$ cat config.mk
export PLATFORM = sky130hd
export DESIGN_NAME = pipe_stall_ctrl
export DESIGN_NICKNAME = d
export VERILOG_FILES = /design/src/rtl/pipe_ctrl_pkg.sv /design/src/rtl/md_busy_counter.sv /design/src/rtl/pipe_stall_ctrl.sv
export SDC_FILE = /design/constraint.sdc
export NUM_CORES = 1
export LEC_CHECK = 0
export CAP_MARGIN = 30
export CORE_ASPECT_RATIO = 0.7
export CORE_MARGIN = 4
export CORE_UTILIZATION = 30
export DETAILED_ROUTE_END_ITERATION = 6
export PLACE_DENSITY = 0.67
export SYNTH_ARGS = -nofsm -noshare
export SYNTH_HDL_FRONTEND = slang
export SYNTH_SLANG_ARGS = --single-unit
$ cat constraint.sdc
create_clock -name clk -period 2.2 [get_ports clk]
set_clock_uncertainty 0.05 [all_clocks]
set_input_delay 0.33 -clock clk [delete_from_list [all_inputs] [get_ports clk]]
set_output_delay 0.33 -clock clk [all_outputs]
set_load 0.01 [all_outputs]
$ cat src/rtl/pipe_ctrl_pkg.sv
// Shared constants and types for the pipeline hazard scheduler.
// Tuse/Tnew encodings, the mult/div FSM state type, and default unit latencies.
// The hazard helper encodes the producer/consumer timing rule in one place.
package pipe_ctrl_pkg;

  // Stages until a source operand is consumed
  localparam logic [1:0] TUSE_D    = 2'd0;
  localparam logic [1:0] TUSE_E    = 2'd1;
  localparam logic [1:0] TUSE_NONE = 2'd3;

  // Stages until a producer's result becomes forwardable
  localparam logic [1:0] TNEW_0 = 2'd0;
  localparam logic [1:0] TNEW_1 = 2'd1;
  localparam logic [1:0] TNEW_2 = 2'd2;

  localparam int MULT_CYCLES_DEF = 5;
  localparam int DIV_CYCLES_DEF  = 10;
  localparam int CNT_W_DEF       = 4;

  typedef enum logic {
    IDLE = 1'b0,
    BUSY = 1'b1
  } md_state_t;

  // A consumer must wait when it reads a live register that its producer
  // cannot deliver by the time the consumer needs it. $0 is hardwired zero.
  function automatic logic hazard(input logic [4:0] src, input logic [1:0] tuse,
                                  input logic [4:0] dst, input logic [1:0] tnew);
    return (src != 5'd0) && (src == dst) && (tnew > tuse);
  endfunction

endpackage

$ cat src/rtl/md_busy_counter.sv
// Mult/div occupancy tracker: IDLE/BUSY FSM with a down-counter of remaining cycles.
// Latency: busy asserts one cycle after the start edge and lasts exactly N cycles.
// No backpressure; a start while busy (other than on the final cycle) is dropped and flagged.
module md_busy_counter
  import pipe_ctrl_pkg::*;
#(
  parameter int MULT_CYCLES = MULT_CYCLES_DEF,
  parameter int DIV_CYCLES  = DIV_CYCLES_DEF,
  parameter int CNT_W       = CNT_W_DEF
) (
  input  logic clk,
  input  logic reset,
  input  logic i_start,
  input  logic i_is_div,
  output logic o_busy,
  output logic o_done,
  output logic o_overlap
);

  md_state_t        r_state;
  logic [CNT_W-1:0] r_cnt;
  logic             r_done;
  logic             r_overlap;
  logic [CNT_W-1:0] w_load;

  // Counter preload: remaining busy cycles after the first one
  assign w_load = i_is_div ? CNT_W'(DIV_CYCLES - 1) : CNT_W'(MULT_CYCLES - 1);

  // FSM, counter and registered done/overlap flags; done is precomputed so it
  // is high exactly in the cycle where the counter reads zero
  always_ff @(posedge clk) begin
    if (reset) begin
      r_state   <= IDLE;
      r_cnt     <= '0;
      r_done    <= 1'b0;
      r_overlap <= 1'b0;
    end else begin
      r_done <= 1'b0;
      if (r_state == IDLE) begin
        if (i_start) begin
          r_state <= BUSY;
          r_cnt   <= w_load;
          r_done  <= (w_load == '0);
        end
      end else if (r_cnt == '0) begin
        // Final busy cycle: a start here chains seamlessly into a new operation
        if (i_start) begin
          r_cnt  <= w_load;
          r_done <= (w_load == '0);
        end else begin
          r_state <= IDLE;
        end
      end else begin
        r_cnt  <= r_cnt - CNT_W'(1);
        r_done <= (r_cnt == CNT_W'(1));
        if (i_start) begin
          r_overlap <= 1'b1;
        end
      end
    end
  end

  assign o_busy    = (r_state == BUSY);
  assign o_done    = r_done;
  assign o_overlap = r_overlap;

endmodule

$ cat src/rtl/pipe_stall_ctrl.sv
// Hazard scheduler: decides each cycle whether F/D hold and E takes a bubble.
// Latency: stall is combinational from current inputs and mult/div state (same cycle).
// Stall is the backpressure itself; the E->M register is never held.
module pipe_stall_ctrl
  import pipe_ctrl_pkg::*;
#(
  parameter int MULT_CYCLES = MULT_CYCLES_DEF,
  parameter int DIV_CYCLES  = DIV_CYCLES_DEF,
  parameter int CNT_W       = CNT_W_DEF
) (
  input  logic       clk,
  input  logic       reset,
  input  logic [4:0] d_rs,
  input  logic [4:0] d_rt,
  input  logic [1:0] d_tuse_rs,
  input  logic [1:0] d_tuse_rt,
  input  logic       d_is_md,
  input  logic [4:0] e_rd,
  input  logic [1:0] e_tnew,
  input  logic [4:0] m_rd,
  input  logic [1:0] m_tnew,
  input  logic       e_md_start,
  input  logic       e_md_is_div,
  output logic       stall_f,
  output logic       stall_d,
  output logic       flush_e,
  output logic       md_busy,
  output logic       md_done,
  output logic       md_overlap
);

  logic w_data_stall;
  logic w_md_stall;
  logic w_stall;
  logic w_md_busy;

  md_busy_counter #(
    .MULT_CYCLES (MULT_CYCLES),
    .DIV_CYCLES  (DIV_CYCLES),
    .CNT_W       (CNT_W)
  ) u_md (
    .clk       (clk),
    .reset     (reset),
    .i_start   (e_md_start),
    .i_is_div  (e_md_is_div),
    .o_busy    (w_md_busy),
    .o_done    (md_done),
    .o_overlap (md_overlap)
  );

  // Both source operands checked against both in-flight producers
  always_comb begin
    w_data_stall = hazard(d_rs, d_tuse_rs, e_rd, e_tnew)
                 | hazard(d_rs, d_tuse_rs, m_rd, m_tnew)
                 | hazard(d_rt, d_tuse_rt, e_rd, e_tnew)
                 | hazard(d_rt, d_tuse_rt, m_rd, m_tnew);
  end

  // HI/LO users wait while the unit is occupied or being started right now
  assign w_md_stall = d_is_md & (w_md_busy | e_md_start);
  assign w_stall    = w_data_stall | w_md_stall;

  assign stall_f = w_stall;
  assign stall_d = w_stall;
  assign flush_e = w_stall;
  assign md_busy = w_md_busy;

endmodule

==> results of run 1 <==
[repair_timing]
item / CTS / global route
pin swaps: 16 / 5
hold endpoints to repair: 0 / 0
resized for setup: 34 / 17
setup endpoints to repair: 3 / 3
[cells in the mapped netlist]
cell	count	area share [%]
nand4_1	3	2.3
nor2b_1	1	0.77
or4_1	2	1.9
nor2_1	7	3.2
o21ai_1	1	0.62
dfxtp_1	7	17
o31ai_4	1	2.6
xor2_1	7	7.6
buf_4	2	1.9
nand3_1	4	2.5
a2111oi_2	1	1.9
ha_1	10	15
o221ai_1	1	1.1
a31oi_1	1	0.77
o22ai_1	2	1.5
nor4_1	3	2.3
nand2b_1	1	0.77
xnor2_1	13	14
nor3b_1	1	0.93
nand2_1	3	1.4
inv_1	11	5.1
a221oi_2	1	1.9
a21boi_2	1	1.4
o21ai_0	2	1.2
nor3_1	1	0.62
a2bb2oi_1	1	1.1
o21ai_2	1	1.1
a21oi_1	8	4.9
and4b_1	1	1.2
buf_2	1	0.62
[metal layers]
layer / up-vias / part of all wire, % / GRT usage, %
met4: 0 / 0.92 / 5.10
li1: 444 / - / -
met5: - / 0 / 0
met2: 13 / 52 / 27.0
met1: 413 / 44 / 18.0
met3: 4 / 2.9 / 5.50
[state kept, by name, summed over array words and instances, names as in the netlist]
signal,flops
u_md.o_overlap,1
u_md.r_cnt,4
u_md.o_done,1
u_md.o_busy,1
[stage by stage]
step                cell area (um2)  total power, uW  hold WS, ps
floorplan                       810              279          346
global placement               1280              398          404
detailed placement             1280              406          433
CTS                            1350              592          442
global route                   1420              646          471
finish                         1420              602          442
[final cells by class]
| cell class | count | area [um2] |
|---|---|---|
| Clock buffer | 4 | 45.0 |
| Fill cell | 240 | 1090 |
| Inverter | 11 | 41.3 |
| Multi-Input combinational cell | 78 | 704 |
| Sequential cell | 7 | 140 |
| Tap cell | 34 | 42.5 |
| Timing Repair Buffer | 47 | 447 |
[tightest hold or removal path: stages (launching register included)]
cell and delay (ps):
dfxtp_1 320, nand3_1 70, a21oi_1 60
[power breakdown]
group / switching, uW / internal (uW) / leakage [uW] / total, uW
sequential: 16.7 / 139 / 0.0000575 / 155
combinational: 122 / 139 / 0.000572 / 261
clock: 59.7 / 126 / 0.0000228 / 185
total: 198 / 403 / 0.000652 / 602
[kinds of logic (layout without fill, tap and decap cells)]
| family | Yosys count | after routing | share of synthesized area (%) |
|---|---|---|---|
| buffers and inverters | 14 | 62 | 7.57 |
| AO/OA/AOI/OAI | 21 | 21 | 20.1 |
| AND/OR/NAND/NOR | 27 | 27 | 17.9 |
| adder cells (fa/ha/maj) | 10 | 10 | 15.5 |
| XOR/XNOR | 20 | 20 | 21.6 |
| flip-flops | 7 | 7 | 17.3 |
[path summary, 6_finish.rpt]
check                            from                       end  slack (ps)  cells past startpoint
max                           e_rd[4]                   stall_d         100                      6
min          u_md.r_cnt[1]$_SDFF_PP0_  u_md.r_cnt[1]$_SDFF_PP0_         440                      2
max reg2reg  u_md.r_cnt[0]$_SDFF_PP0_  u_md.r_cnt[0]$_SDFF_PP0_         640                      6
min reg2reg  u_md.r_cnt[1]$_SDFF_PP0_  u_md.r_cnt[1]$_SDFF_PP0_         440                      2
==> impl_metrics.csv, run 1 <==
group,metric,value,unit
outcome,status,"completed",
critical_path,path_delay_family,"buffers and inverters",
die,fp.coreArea,0.00251,mm2
logic_synthesis,synthCells,99,
logic_synthesis,yosysUniqueCellTypes,30,
timing,setup_viol,0,
detailed_routing,postRouteAntennaNets,0,
die,die_w,70.1,um
logic_synthesis,synth_seq_area_share,17.3,%
timing,slew_headroom,75.0,%
critical_path,end_kind,"primary output",
detailed_routing,via_per_inst,4.83,
critical_path,critPathKind,"input pin to primary output",
critical_path,worst_setup_path_start_kind,"input pin",
detailed_routing,dr_total_vias,874,
hold_path,hold_path_class,"flop to flop",
grt,antenna_found_initial,0,
timing,period_share,95.5,%
grt,grt_pass1_wl,4240,um
critical_path,crit_path_max_incr_delay,480,ps
power_and_ir_drop,ir_drop,0.238,mV
clock_tree,h-tree-depth,1,
critical_path,crit_arrival,1720,ps
clock_tree,root_buffer,"clkbuf_8",
die,die_y,51.5,um
logic_synthesis,ys_ff_latch,7,
die,io_pins,39,
clock_tree,ctsHoldBuffers,0,
clock_tree,clock-sinks,7,
detailed_routing,first_pass_iters,4,
grt,grtUsageTotal,15.5,%
logic_synthesis,yosys_warnings,0,
final_layout,drive_gt1_share,23.8,%
critical_path,required,1820,ps
clock_tree,postCtsSetupBuffers,0,
power_and_ir_drop,p_leak,0.000652,uW
final_layout,fin_cells,181,
detailed_routing,finalWirelength,2710,um
final_layout,layout.nets,191,
grt,grt_pass1_vias,854,
clock_tree,numCtsBuffers,3,
place,gp_congestion,0.876,
logic_synthesis,syn_area,810,um2
clock_tree,cts.path.max_buffers,2,
detailed_routing,drc,0,
logic_synthesis,syn-num-nets,142,
clock_tree,clk_pin_slew,40,ps
place,numPlacedInstances,177,
timing,final_hold_viol_count,0,
flow_run,max_cap_violations,0,
final_layout,syn2layout_area_growth,75.4,%
final_layout,utilization,56.5,%
timing,fin_ws,99.3,ps
die,rows,15,
timing,fmax,476,MHz
timing,slew_violations,0,
grt,globalRouteOverflowTotal,0,
critical_path,worst-path-buf-inv,2,
critical_path,cp_slowest_cell,"clkdlybuf4s50_1",
detailed_routing,wl_per_cell,15.0,um
timing,finalSetupTns,0,ps
final_layout,final_cell_mix,"clkdlybuf4s50_1, xnor2_1, dlymetal6s2s_1, dlygate4sd2_1, buf_4",
clock_tree,cts_tree,"done",
critical_path,worstPathCellList,"clkdlybuf4s50_1, xor2_2, a2111oi_4, o22ai_1, nand3_1, buf_2",
clock_tree,clock_latency,230,ps
power_and_ir_drop,p_per_area,424,mW/mm2
critical_path,critPathMaxFanout,3,
final_layout,antenna_cells,0,
place,portBuffers,38,
die,die_area,0.00361,mm2
place,dpl_worst_slack,-687,ps
place,dpl.hpwl,2230,um
detailed_routing,drtIter0Drc,21,
timing,grt_setup_unrepaired,"false",
timing,period_minus_slack,2100,ps
final_layout,layout_commonest_cell,"clkdlybuf4s50_1",
die,start_util,32.2,%
timing,tightest_slew,374,ps
logic_synthesis,syn_area_per_cell,8.18,um2
grt,grt_max_degree,8,
(Power assumes the default switching activity.)
==> inputs of run 2 (changes only) <==
--- a/config.mk
+++ b/config.mk
@@ -8,9 +8,9 @@
 export CAP_MARGIN = 30
 export CORE_ASPECT_RATIO = 0.7
 export CORE_MARGIN = 4
-export CORE_UTILIZATION = 30
+export CORE_UTILIZATION = 40
 export DETAILED_ROUTE_END_ITERATION = 6
-export PLACE_DENSITY = 0.67
+export PLACE_DENSITY = 0.84
 export SYNTH_ARGS = -nofsm -noshare
 export SYNTH_HDL_FRONTEND = slang
 export SYNTH_SLANG_ARGS = --single-unit
==> run 2 against run 1 <==
Final area decreased by 1.2%. Via count increased by 10%. Critical path depth increased by 2. Maximum frequency decreased by 4.3%.
==> impl_metrics.csv, run 2 (synthesis gave the netlist of run 1 again) <==
group,metric,value,unit
final_layout,syn2layout_area_growth,73.3,%
timing,slew_violations,0,
power_and_ir_drop,p_leak,0.000671,uW
die,rows,13,
die,die_w,61.8,um
detailed_routing,drtIter0Drc,45,
clock_tree,ctsHoldBuffers,0,
grt,grtUsageTotal,21.2,%
detailed_routing,finalWirelength,3030,um
die,start_util,42.9,%
place,numPlacedInstances,164,
outcome,status,"completed",
grt,grt_pass1_wl,4200,um
grt,grt_max_degree,8,
critical_path,worst_setup_path_start_kind,"input pin",
critical_path,critPathKind,"input pin to primary output",
critical_path,worstPathCellList,"clkdlybuf4s15_1, ha_4, nand2_1, nand4_1, nor4_2, o22ai_1, nand3_1, buf_2",
clock_tree,cts_tree,"done",
critical_path,required,1820,ps
grt,antenna_found_initial,0,
final_layout,largest_reg_flops,4,
grt,grt_pass1_vias,932,
clock_tree,clk_pin_slew,50,ps
clock_tree,root_buffer,"clkbuf_4",
clock_tree,clock_latency,250,ps
timing,final_hold_viol_count,0,
die,die_y,45.6,um
final_layout,layout_commonest_cell,"dlymetal6s2s_1",
critical_path,end_kind,"primary output",
final_layout,antenna_cells,0,
place,gp_congestion,0.931,
final_layout,drive_gt1_share,25.2,%
critical_path,cp_slowest_cell,"nor4_2",
hold_path,hold_path_class,"flop to flop",
power_and_ir_drop,clkPwrFrac,21.5,%
critical_path,crit_path_max_incr_delay,300,ps
detailed_routing,first_pass_iters,5,
clock_tree,cts.path.max_buffers,2,
die,io_pins,39,
timing,period_minus_slack,2200,ps
detailed_routing,dr_total_vias,961,
clock_tree,clock-sinks,7,
die,fp.coreArea,0.00189,mm2
timing,slew_headroom,74.1,%
clock_tree,numCtsBuffers,3,
power_and_ir_drop,p_int,346,uW
power_and_ir_drop,p_per_area,387,mW/mm2
clock_tree,h-tree-depth,1,
final_layout,largest-register,"u_md.r_cnt",
timing,setup_viol,0,
place,portBuffers,38,
flow_run,max_cap_violations,0,
timing,fmax,455,MHz
final_layout,final_cell_mix,"dlymetal6s2s_1, xnor2_1, clkdlybuf4s50_1",
detailed_routing,wl_per_cell,17.9,um
final_layout,multiInputGateArea,711,um2
detailed_routing,postRouteAntennaNets,0,
critical_path,crit_arrival,1820,ps
power_and_ir_drop,p_sw,196,uW
critical_path,critPathMaxFanout,3,
power_and_ir_drop,p_total,543,uW
detailed_routing,via_per_inst,5.69,
power_and_ir_drop,switching_share,36.2,%
power_and_ir_drop,p_comb_share,49.7,%
final_layout,fin_cells,169,
place,dpl.hpwl,2230,um
final_layout,register_area,140,um2
power_and_ir_drop,p_seq_share,28.7,%
timing,period_share,99.8,%
detailed_routing,drc,0,
power_and_ir_drop,ir_drop,0.386,mV
final_layout,layout.nets,191,
timing,tightest_slew,388,ps
die,die_area,0.00282,mm2
grt,globalRouteOverflowTotal,0,
final_layout,fill_cells,132,
==> run 2: cell types whose count changed in the layout (fill, tap and decap cells not counted), sizes merged <==
cell           previous run  this run
clkbuf                    4         6
clkdlybuf4s15             1         2
clkdlybuf4s50            14        10
dlygate4sd2              10         5
dlymetal6s2s             10        16
==> run 2: cell type report <==
type,instances,area share [%]
multi-input combinational,78,50.7
sequential,7,9.99
clock buffer,4,1.87
inverter,11,2.94
timing repair buffer,47,32.6
tap,22,1.96
==> run 2: timing repair <==
item,in CTS,in global routing
gates resized for setup,35,25
hold endpoints to repair,0,0
setup buffers,0,1
pin swaps,15,13
endpoints found under the setup margin,3,3
==> run 2: worst paths after layout <==
| kind | start | cells past startpoint | end | slack, ps |
|---|---|---|---|---|
| max | m_tnew[1] | 8 | stall_f | 4 |
| min | u_md.o_overlap$_SDFFE_PP0P_ | 2 | u_md.o_overlap$_SDFFE_PP0P_ | 420 |
| max reg2reg | u_md.r_cnt[0]$_SDFF_PP0_ | 6 | u_md.r_cnt[0]$_SDFF_PP0_ | 590 |
| min reg2reg | u_md.o_overlap$_SDFFE_PP0P_ | 2 | u_md.o_overlap$_SDFFE_PP0P_ | 420 |
==> run 2: power by group through the flow <==
stage / sequential [uW] / clock [uW] / combinational (uW)
after floorplan: 156 / 0 / 123
after global placement: 156 / 0 / 237
after CTS: 155 / 118 / 255
after detailed placement: 158 / 0 / 247
after global routing: 157 / 131 / 290
final: 156 / 117 / 270
==> run 2: metal layers <==
layer / track usage, % / routed length, um / up-vias
li1: - / - / 447
met1: 23.7 / 1200 / 473
met2: 39.9 / 1640 / 33
met3: 5.10 / 121 / 8
met4: 5.08 / 67 / 0
met5: 0 / 0 / -
==> run 2: stage by stage <==
step                utilization [%]  setup slack, ps  TNS [ps]  area [um2]  hold slack [ps]
floorplan                         -              298         0         810              346
CTS                            70.7             2.69         0        1330              433
finish                         74.3             4.26         0        1400              424
global route                   74.3            -58.7      -171        1400              504
detailed placement             66.6             -689     -2060        1260              419
global placement               66.6             -599     -1800        1260              406
==> run 2: worst max-delay path, delay by kind of cell <==
kind	cells	cell delay [ps]
and+or+nand+nor	4	620
buffers and inverters	2	410
adders and majority gates	1	290
AOI/OAI and AO/OA	1	150
